$ cat src/rtl/fifo_dp_ctrl_pkg.sv
// Shared helpers for the dual-port FIFO controller: ceiling log2 for sizing
// address, occupancy and level fields.
package fifo_dp_ctrl_pkg;

    // Number of bits needed to encode values 0..n-1 (ceiling log2).
    function automatic int log2(input int n);
        int r = 0;
        for (int v = n - 1; v > 0; v = v >> 1)
            r++;
        return r;
    endfunction

endpackage

$ cat src/rtl/fifo_ctrl_obuf.sv
// Two-entry output buffer holding prefetched RAM words; head entry is a
// register so the consumer sees registered data.
module fifo_ctrl_obuf #(
    parameter int WIDTH = 64
) (
    input  logic             clk,
    input  logic             rst_n,
    input  logic             wr_en,
    input  logic [WIDTH-1:0] wr_data,
    input  logic             rd_en,
    output logic [WIDTH-1:0] head_data,
    output logic [1:0]       cnt
);

    logic [WIDTH-1:0] slot0;
    logic [WIDTH-1:0] slot1;

    // Callers never write into a full buffer nor read from an empty one.
    always_ff @(posedge clk or negedge rst_n) begin
        if (!rst_n) begin
            slot0 <= '0;
            slot1 <= '0;
            cnt   <= 2'd0;
        end else begin
            case (cnt)
                2'd0: begin
                    if (wr_en) begin
                        slot0 <= wr_data;
                        cnt   <= 2'd1;
                    end
                end
                2'd1: begin
                    case ({wr_en, rd_en})
                        2'b10: begin
                            slot1 <= wr_data;
                            cnt   <= 2'd2;
                        end
                        2'b01: cnt   <= 2'd0;
                        2'b11: slot0 <= wr_data;
                        default: ;
                    endcase
                end
                default: begin
                    if (rd_en) begin
                        slot0 <= slot1;
                        if (wr_en)
                            slot1 <= wr_data;
                        else
                            cnt <= 2'd1;
                    end
                end
            endcase
        end
    end

    assign head_data = slot0;

endmodule

$ cat src/rtl/fifo_dp_ctrl.sv
// Synchronous FIFO controller driving an external dual-port RAM (A write, B read,
// 1-cycle registered read). Optional `level` port enabled by FIFO_CTRL_LEVEL_EN.
module fifo_dp_ctrl
    import fifo_dp_ctrl_pkg::*;
#(
    parameter int WIDTH      = 64,
    parameter int DEPTH      = 32,
    parameter int ADDR_WIDTH = log2(DEPTH)
) (
    input  logic                  clk,
    input  logic                  rst_n,
    input  logic                  in_valid,
    output logic                  in_ready,
    input  logic [WIDTH-1:0]      in_data,
    output logic                  out_valid,
    input  logic                  out_ready,
    output logic [WIDTH-1:0]      out_data,
    output logic [ADDR_WIDTH-1:0] ram_addra,
    output logic [WIDTH-1:0]      ram_dina,
    output logic                  ram_ena,
    output logic                  ram_wra,
    output logic [ADDR_WIDTH-1:0] ram_addrb,
    output logic                  ram_enb,
    output logic                  ram_wrb,
    input  logic [WIDTH-1:0]      ram_doutb
`ifdef FIFO_CTRL_LEVEL_EN
    ,
    output logic [log2(DEPTH+3)-1:0] level
`endif
);

    localparam int CNT_W = ADDR_WIDTH + 1;
    localparam logic [CNT_W-1:0] DEPTH_C = CNT_W'(DEPTH);

    logic [ADDR_WIDTH-1:0] wptr;
    logic [ADDR_WIDTH-1:0] rptr;
    logic [CNT_W-1:0]      ram_cnt;
    logic [CNT_W-1:0]      ram_cnt_nxt;
    logic                  inflight;
    logic                  in_ready_r;
    logic [1:0]            obuf_cnt;
    logic [2:0]            pending;
    logic                  push;
    logic                  pop;
    logic                  issue;

    assign push = in_valid && in_ready_r;
    assign pop  = out_valid && out_ready;

    // Words that will occupy the buffer once this cycle's pop retires; counting
    // the pop lets a read issue every cycle while the consumer keeps draining.
    assign pending = 3'(obuf_cnt) + 3'(inflight) - 3'(pop);
    assign issue   = (ram_cnt != '0) && (pending < 3'd2);

    assign ram_cnt_nxt = ram_cnt + CNT_W'(push) - CNT_W'(issue);

    always_ff @(posedge clk or negedge rst_n) begin
        if (!rst_n) begin
            wptr       <= '0;
            rptr       <= '0;
            ram_cnt    <= '0;
            inflight   <= 1'b0;
            in_ready_r <= 1'b0;
        end else begin
            if (push)
                wptr <= wptr + ADDR_WIDTH'(1);
            if (issue)
                rptr <= rptr + ADDR_WIDTH'(1);
            ram_cnt    <= ram_cnt_nxt;
            inflight   <= issue;
            in_ready_r <= (ram_cnt_nxt < DEPTH_C);
        end
    end

    // RAM port A: write on accepted push; data gated so idle/reset cycles drive 0.
    assign ram_ena   = push;
    assign ram_wra   = push;
    assign ram_addra = wptr;
    assign ram_dina  = push ? in_data : '0;

    // RAM port B: read-only; rptr never equals wptr on a push because ram_cnt > 0.
    assign ram_enb   = issue;
    assign ram_wrb   = 1'b0;
    assign ram_addrb = rptr;

    fifo_ctrl_obuf #(
        .WIDTH (WIDTH)
    ) u_obuf (
        .clk       (clk),
        .rst_n     (rst_n),
        .wr_en     (inflight),
        .wr_data   (ram_doutb),
        .rd_en     (pop),
        .head_data (out_data),
        .cnt       (obuf_cnt)
    );

    assign in_ready  = in_ready_r;
    assign out_valid = (obuf_cnt != 2'd0);

`ifdef FIFO_CTRL_LEVEL_EN
    localparam int LVL_W = log2(DEPTH + 3);

    logic [LVL_W-1:0] level_r;

    // ram_cnt + inflight + obuf_cnt changes only on push (+1) and pop (-1).
    always_ff @(posedge clk or negedge rst_n) begin
        if (!rst_n)
            level_r <= '0;
        else
            level_r <= level_r + LVL_W'(push) - LVL_W'(pop);
    end

    assign level = level_r;
`endif

endmodule
$ cat config.mk
export PLATFORM = sky130hd
export DESIGN_NAME = fifo_dp_ctrl
export DESIGN_NICKNAME = d
export VERILOG_FILES = /design/src/rtl/fifo_dp_ctrl_pkg.sv /design/src/rtl/fifo_ctrl_obuf.sv /design/src/rtl/fifo_dp_ctrl.sv
export SDC_FILE = /design/constraint.sdc
export NUM_CORES = 1
export LEC_CHECK = 0
export ABC_AREA = 1
export BUFFER_PORTS_ARGS = -buffer_cell sky130_fd_sc_hd__buf_4
export CAP_MARGIN = 20
export CORE_MARGIN = 4
export CORE_UTILIZATION = 30
export DETAILED_ROUTE_END_ITERATION = 6
export PLACE_DENSITY_LB_ADDON = 0.2
export SLEW_MARGIN = 10
export SYNTH_ARGS = -nofsm -noshare
export SYNTH_HDL_FRONTEND = slang
export SYNTH_SLANG_ARGS = --single-unit
$ cat constraint.sdc
create_clock -name clk -period 2.8 [get_ports clk]
set_input_delay 0.28 -clock clk [delete_from_list [all_inputs] [get_ports clk]]
set_output_delay 0.28 -clock clk [all_outputs]
set_load 0.01 [all_outputs]
# --- Word level (Yosys, flattened, before mapping) ---
# Index checks and enable logic that the tools add are counted.
word_totals:
  input_bits: 132
  romBits: 0
  latchBits: 0
  ff_bits: 148
  out_inout_bits: 144
  word_cells: 51
  mem_bits_rw: 0
  memories: 0
op_classes:
  n_reduce_logical: 12
  bitwise_logic: 1
  mux: 13
  n_lt_le_gt_ge: 2
  n_shift: 0
  multipliers: 0
  div: 0
  n_eq_ne: 9
  add_sub_neg: 6
ops:
  columns: ["operator", "n"]
  rows:
  - ["64-bit two-way mux", 6]
  - ["64-bit case mux with 2 select lines", 2]
  - ["5-bit by 1-bit adder with 5-bit output, second input constant", 2]
  - ["2-bit case mux with 2 select lines", 2]
  - ["4-bit AND reduction", 2]
  - ["6-bit by 1-bit adder with 6-bit output", 1]
  - ["6-bit < comparator, second input constant", 1]
  - ["2-bit two-way mux", 3]
  - ["2-bit != test, second input constant", 3]
  - ["2-bit nonzero test", 3]
  - ["6-bit nonzero test", 1]
  - ["6-bit by 1-bit subtractor with 6-bit output", 1]
  - ["2-bit by 1-bit == test with 1-bit output, second input constant", 2]
  - ["2-bit == test, second input constant", 2]
  - ["2-bit by 1-bit adder with 3-bit output", 1]
  - ["1-bit logical AND", 3]
  - ["3-bit by 2-bit < comparator with 1-bit output, second input constant", 1]
  - ["3-bit by 1-bit != test with 1-bit output, second input constant", 1]
  - ["3-bit != test, second input constant", 1]
  - ["3-bit AND reduction", 1]
  - ["3-bit nonzero test", 1]
  - ["3-bit by 1-bit subtractor with 3-bit output", 1]
  - ["2-bit zero test", 1]
  - ["1-bit inverter", 1]

# --- Longest topological paths before layout ---
logic_depth:
  depth_word: 7
  ltp_mapped: 18
  depth_no_buf: 18

# --- Modules after synthesis ---
# From an unflattened synthesis, not the netlist that was laid out.
unflattened:
  cells_unflattened: 1040
  area_unflattened_um2: 7571.0
modules_own_cells:
  columns: ["mod", "cells_per_inst", "seq_area_each_um2", "n_inst", "area_per_inst_um2"]
  rows:
  - ["fifo_ctrl_obuf", 780, 3253.1, 1, 5926.9]
  - ["fifo_dp_ctrl", 260, 450.4, 1, 1644.1]

# --- Worst setup path before layout ---
# OpenSTA, ideal clock, no wires.
synth_path:
  kind: "reg-to-reg"
  from: "register u_obuf.cnt[1]"
  to: "register ram_cnt[4]"
  stages_incl_launch_ff: 14
  period_less_slack_ps: 2950
  setup_time_ps: 123
  n_path_buf: 0
  arrival_ps: 2827
  slack_ps: -150
  required_ps: 2677
  path_cell_list: "dfrtp_1 > nand2_2 > o21ai_0 > nand2_1 > fa_1 > nand3_1 > nor2_1 > ha_1 > inv_1 > ha_1 > fa_1 > nand3_1 > nand2_1 > xor2_1"
synth_between:
  elab_chain_cells: 6
  elab_cells_between_ends: 7
  classes_between: "add/sub (3); order compare (1); reduce/logical (3)"
synth_rtl:
  columns: ["item", "line_no", "source"]
  rows:
  - ["start: declaration", "fifo_ctrl_obuf.sv:12", "output logic [1:0] cnt"]
  - ["start signal: assignment", "fifo_ctrl_obuf.sv:23", "cnt <= 2'd0;"]
  - ["start signal: assignment", "fifo_ctrl_obuf.sv:29", "cnt <= 2'd1;"]
  - ["start signal: assignment", "fifo_ctrl_obuf.sv:36", "cnt <= 2'd2;"]
  - ["parallel branches: the longest is 2 deep, another holds 2-bit by 1-bit adder with 3-bit output", null, null]
  - ["3-bit by 1-bit subtractor with 3-bit output (*)", "fifo_dp_ctrl.sv:52", "assign pending = 3'(obuf_cnt) + 3'(inflight) - 3'(pop);"]
  - ["3-bit by 2-bit < comparator with 1-bit output (*)", "fifo_dp_ctrl.sv:53", "assign issue = (ram_cnt != '0) && (pending < 3'd2);"]
  - ["1-bit logical AND (*)", "fifo_dp_ctrl.sv:53", null]
  - ["net ram_enb", "fifo_dp_ctrl.sv:23", "output logic ram_enb,"]
  - ["6-bit by 1-bit subtractor with 6-bit output (*)", "fifo_dp_ctrl.sv:55", "assign ram_cnt_nxt = ram_cnt + CNT_W'(push) - CNT_W'(issue);"]
  - ["net ram_cnt_nxt[4]", "fifo_dp_ctrl.sv:38", "logic [CNT_W-1:0] ram_cnt_nxt;"]
  - ["end signal: assignment", "fifo_dp_ctrl.sv:69", "ram_cnt <= ram_cnt_nxt;"]
  - ["end: declaration", "fifo_dp_ctrl.sv:37", "logic [CNT_W-1:0] ram_cnt;"]
# Mark *: on every way through the listed nets, which the timed path passes.
# A chain may end at the register's enable or synchronous reset.

# --- Worst setup path after layout ---
layout_path:
  from: "register u_obuf.cnt[0]"
  to: "register ram_cnt[4]"
layout_between:
  elab_chain_cells: 6
  elab_cells_between_ends: 7
  classes_between: "add/sub (3); order compare (1); reduce/logical (3)"
layout_rtl:
  columns: ["item", "line_no"]
  rows:
  - ["parallel branches: the longest is 2 deep, another holds 2-bit by 1-bit adder with 3-bit output", null]
  - ["3-bit by 1-bit subtractor with 3-bit output (*)", "fifo_dp_ctrl.sv:52"]
  - ["3-bit by 2-bit < comparator with 1-bit output (*)", "fifo_dp_ctrl.sv:53"]
  - ["1-bit logical AND (*)", "fifo_dp_ctrl.sv:53"]
  - ["6-bit by 1-bit subtractor with 6-bit output (*)", "fifo_dp_ctrl.sv:55"]
  - ["net ram_cnt_nxt[4]", "fifo_dp_ctrl.sv:38"]
# Marks and branches as above.

==> flow_summary.ini <==
[critical_path]
r2r_start = u_obuf.cnt[0]
crit_start = u_obuf.cnt[0]
worstPathCellList = buf_4, nor2_4, fa_2, nand3_1, nor2_4, ha_1, inv_1, ha_1, fa_2, nand3_1, nand2_1, xor2_1
cp.arrival_ns = 2.91
worstPathRequired_ns = 3.10
worstSetupStartpointType = flop
slowest_stage = fa_2
slowest_delay_ns = 0.45
crit_type = flop to flop
endpoint_kind = flop
crit_fanout = 3

[floorplanning]
die-area_sq_um = 27100
start_util = 0.303
design.core.area_sq_um = 24200
die_h_um = 165
chipWidth_um = 165
rows = 57
ios = 276

[pwr]
powerDensity_nw_per_um2 = 1120
peakVddDrop_mv = 0.405
p_leak_nw = 5.64
power_mw = 11.5

[routing]
viasPerCell = 4.16
drt_iter0_drc = 382
highest_layer = met4
dr.pass1.iters = 4
final_antenna_net_count = 0
vias = 6164
wl_per_cell_um = 13.1
wl_met2_um = 9090
m1WireLength_um = 9090
dr_wl_met3_um = 974
drc_errors = 0
wl_um = 19400

[clock_network]
clock-sinks = 148
cts_root_buf = clkbuf_16
hold_buffers = 0
cts_made_buffers = 17
ctsHtreeMaxLevel = 4
clk_pin_slew_ns = 0.07
cts_tree = done
clockBufferDepth = 2
clock_latency_ns = 0.43

[sta]
slew_headroom = 0.456
hold_violations = 6
fmax_ghz = 0.384
grt_setup_unrepaired = false
setup_viol = 0
fin_skew_ns = 0.00964
hold_slack_ns = -0.0168
fin_crit_sh = 0.929
worst_pin_slew_ns = 0.815
fin_ws_ns = 0.197
fin_setup_tns_ns = 0
period_needed_ns = 2.60
slew_violations = 0

[final_layout]
final_cells = 1482
antenna_cells = 0
area_growth_pct = 39.3
nets = 1289
drive_gt1_frac = 0.339

[logic_synthesis]
synth_warnings = 0
netlist_area_sq_um = 7350
syn_nets = 1032
yosysMostFrequentCell = nand2_1
synth_area_leaders = dfrtp_1, nand2_1, inv_1
synth_edf_count = 0
synth-seq-area-share = 0.504
syn_inst = 888
synthFlopType = dfrtp_1
synth_cell_type_count = 26
ys_ff_latch = 148
async_flop_share = 1.00
yosysTopAreaCell = dfrtp_1
yosys-top-cells-count = nand2_1, dfrtp_1, inv_1, o21ai_1, nor2_1
synth_area_per_cell_sq_um = 8.28
post-synth-top-area-fraction = 0.504

[place]
pre_cts_slack_ns = 0.0524
placed_cells = 1449
numPortBuffers = 274
hpwl_um = 13700
gp_congestion = 0.764

[global_routing]
overflow = 0
antenna_found_initial = 0
grt_pass1_wl_um = 30000
track_usage = 0.139
grt_pass1_vias = 5671
grt_max_degree = 149

[status]
violations = negative hold slack
status = finished with violations

[job]
drv_cap = 0

[min_path]
hold_class = input port to async pin
-- critical path: cells and delay by family, from the launching register on --
| family | cells | cell delay [ns] |
|---|---|---|
| xor gates and xnor gates | 1 | 0.14 |
| adders and majority gates | 4 | 1.28 |
| buffers and inverters | 2 | 0.20 |
| DFF | 1 | 0.40 |
| and+or+nand+nor | 5 | 0.45 |
-- placed cells by master (no fill, tap or decap), types with 2 or more instances in the layout --
cell	n
o21ai_0	56
o21ai_2	61
buf_4	284
ha_1	10
nand2_1	231
fa_2	2
xnor2_1	4
xor2_1	6
o21ai_1	77
nand2_2	3
buf_12	4
inv_6	3
nand4_1	3
nor2_1	67
clkbuf_16	17
dfrtp_1	148
nand3_1	9
clkinv_4	2
a21oi_1	3
inv_8	5
clkinvlp_4	2
inv_1	148
nor2_4	2
-- what timing repair did --
item,4_1_cts,5_1_grt
buffers inserted,0,1
gates resized for setup,0,6
endpoints found under the setup margin,0,2
hold endpoints to repair,0,0
-- cell type report --
cell class                      instances  area, sq um
Fill cell                            2523        14000
Tap cell                              324          405
Multi-Input combinational cell        540         2750
Clock buffer                           18          439
Clock inverter                         14          161
Inverter                              149          562
Sequential cell                       148         3700
Timing Repair Buffer                  289         2220
-- final timing paths --
path / slack [ns] / cells after the start / to
max in group asynchronous: 2.22 / 2 / inflight
worst min register to register: 0.47 / 2 / u_obuf.slot1[33]
min in group clk: 0.12 / 3 / u_obuf.slot1[49]
worst max-delay path: 0.20 / 12 / ram_cnt[4]
worst min-delay path: -0.02 / 2 / u_obuf.head_data[26]
worst max register to register: 0.20 / 12 / ram_cnt[4]
-- metal layers --
layer	up-vias	track usage
li1	3254	-
met1	2753	0.198
met2	139	0.209
met3	18	0.0364
met4	0	0.0378
met5	-	0
-- kinds of logic after synthesis --
| family | Yosys count | synth area share |
|---|---|---|
| flip-flops | 148 | 0.504 |
| other | 1 | 0.000510 |
| adder cells (fa/ha/maj) | 12 | 0.0225 |
| AO/OA/AOI/OAI | 199 | 0.167 |
| buffers and inverters | 200 | 0.128 |
| XOR/XNOR | 10 | 0.0119 |
| AND/OR/NAND/NOR | 318 | 0.167 |
-- per-stage QoR --
step / utilization / instance area, sq um
6_report: 0.422 / 10200
5_1_grt: 0.422 / 10200
4_1_cts: 0.421 / 10200
3_5_place_dp: 0.397 / 9620
3_3_place_gp: 0.397 / 9620
2_1_floorplan: - / 7360
-- power by group --
part,switching (mW),internal (mW)
logic,3.03,2.32
clock network,1.03,1.30
registers,0.577,3.21
total,4.64,6.82
-- state kept, by name, summed over array words and instances, names as in the netlist --
signal,flops
ram_addrb,5
ram_cnt,6
in_ready,1
ram_addra,5
u_obuf.slot1,64
u_obuf.head_data,64
u_obuf.cnt,2
inflight,1
Power figures use the tool's default switching activity.
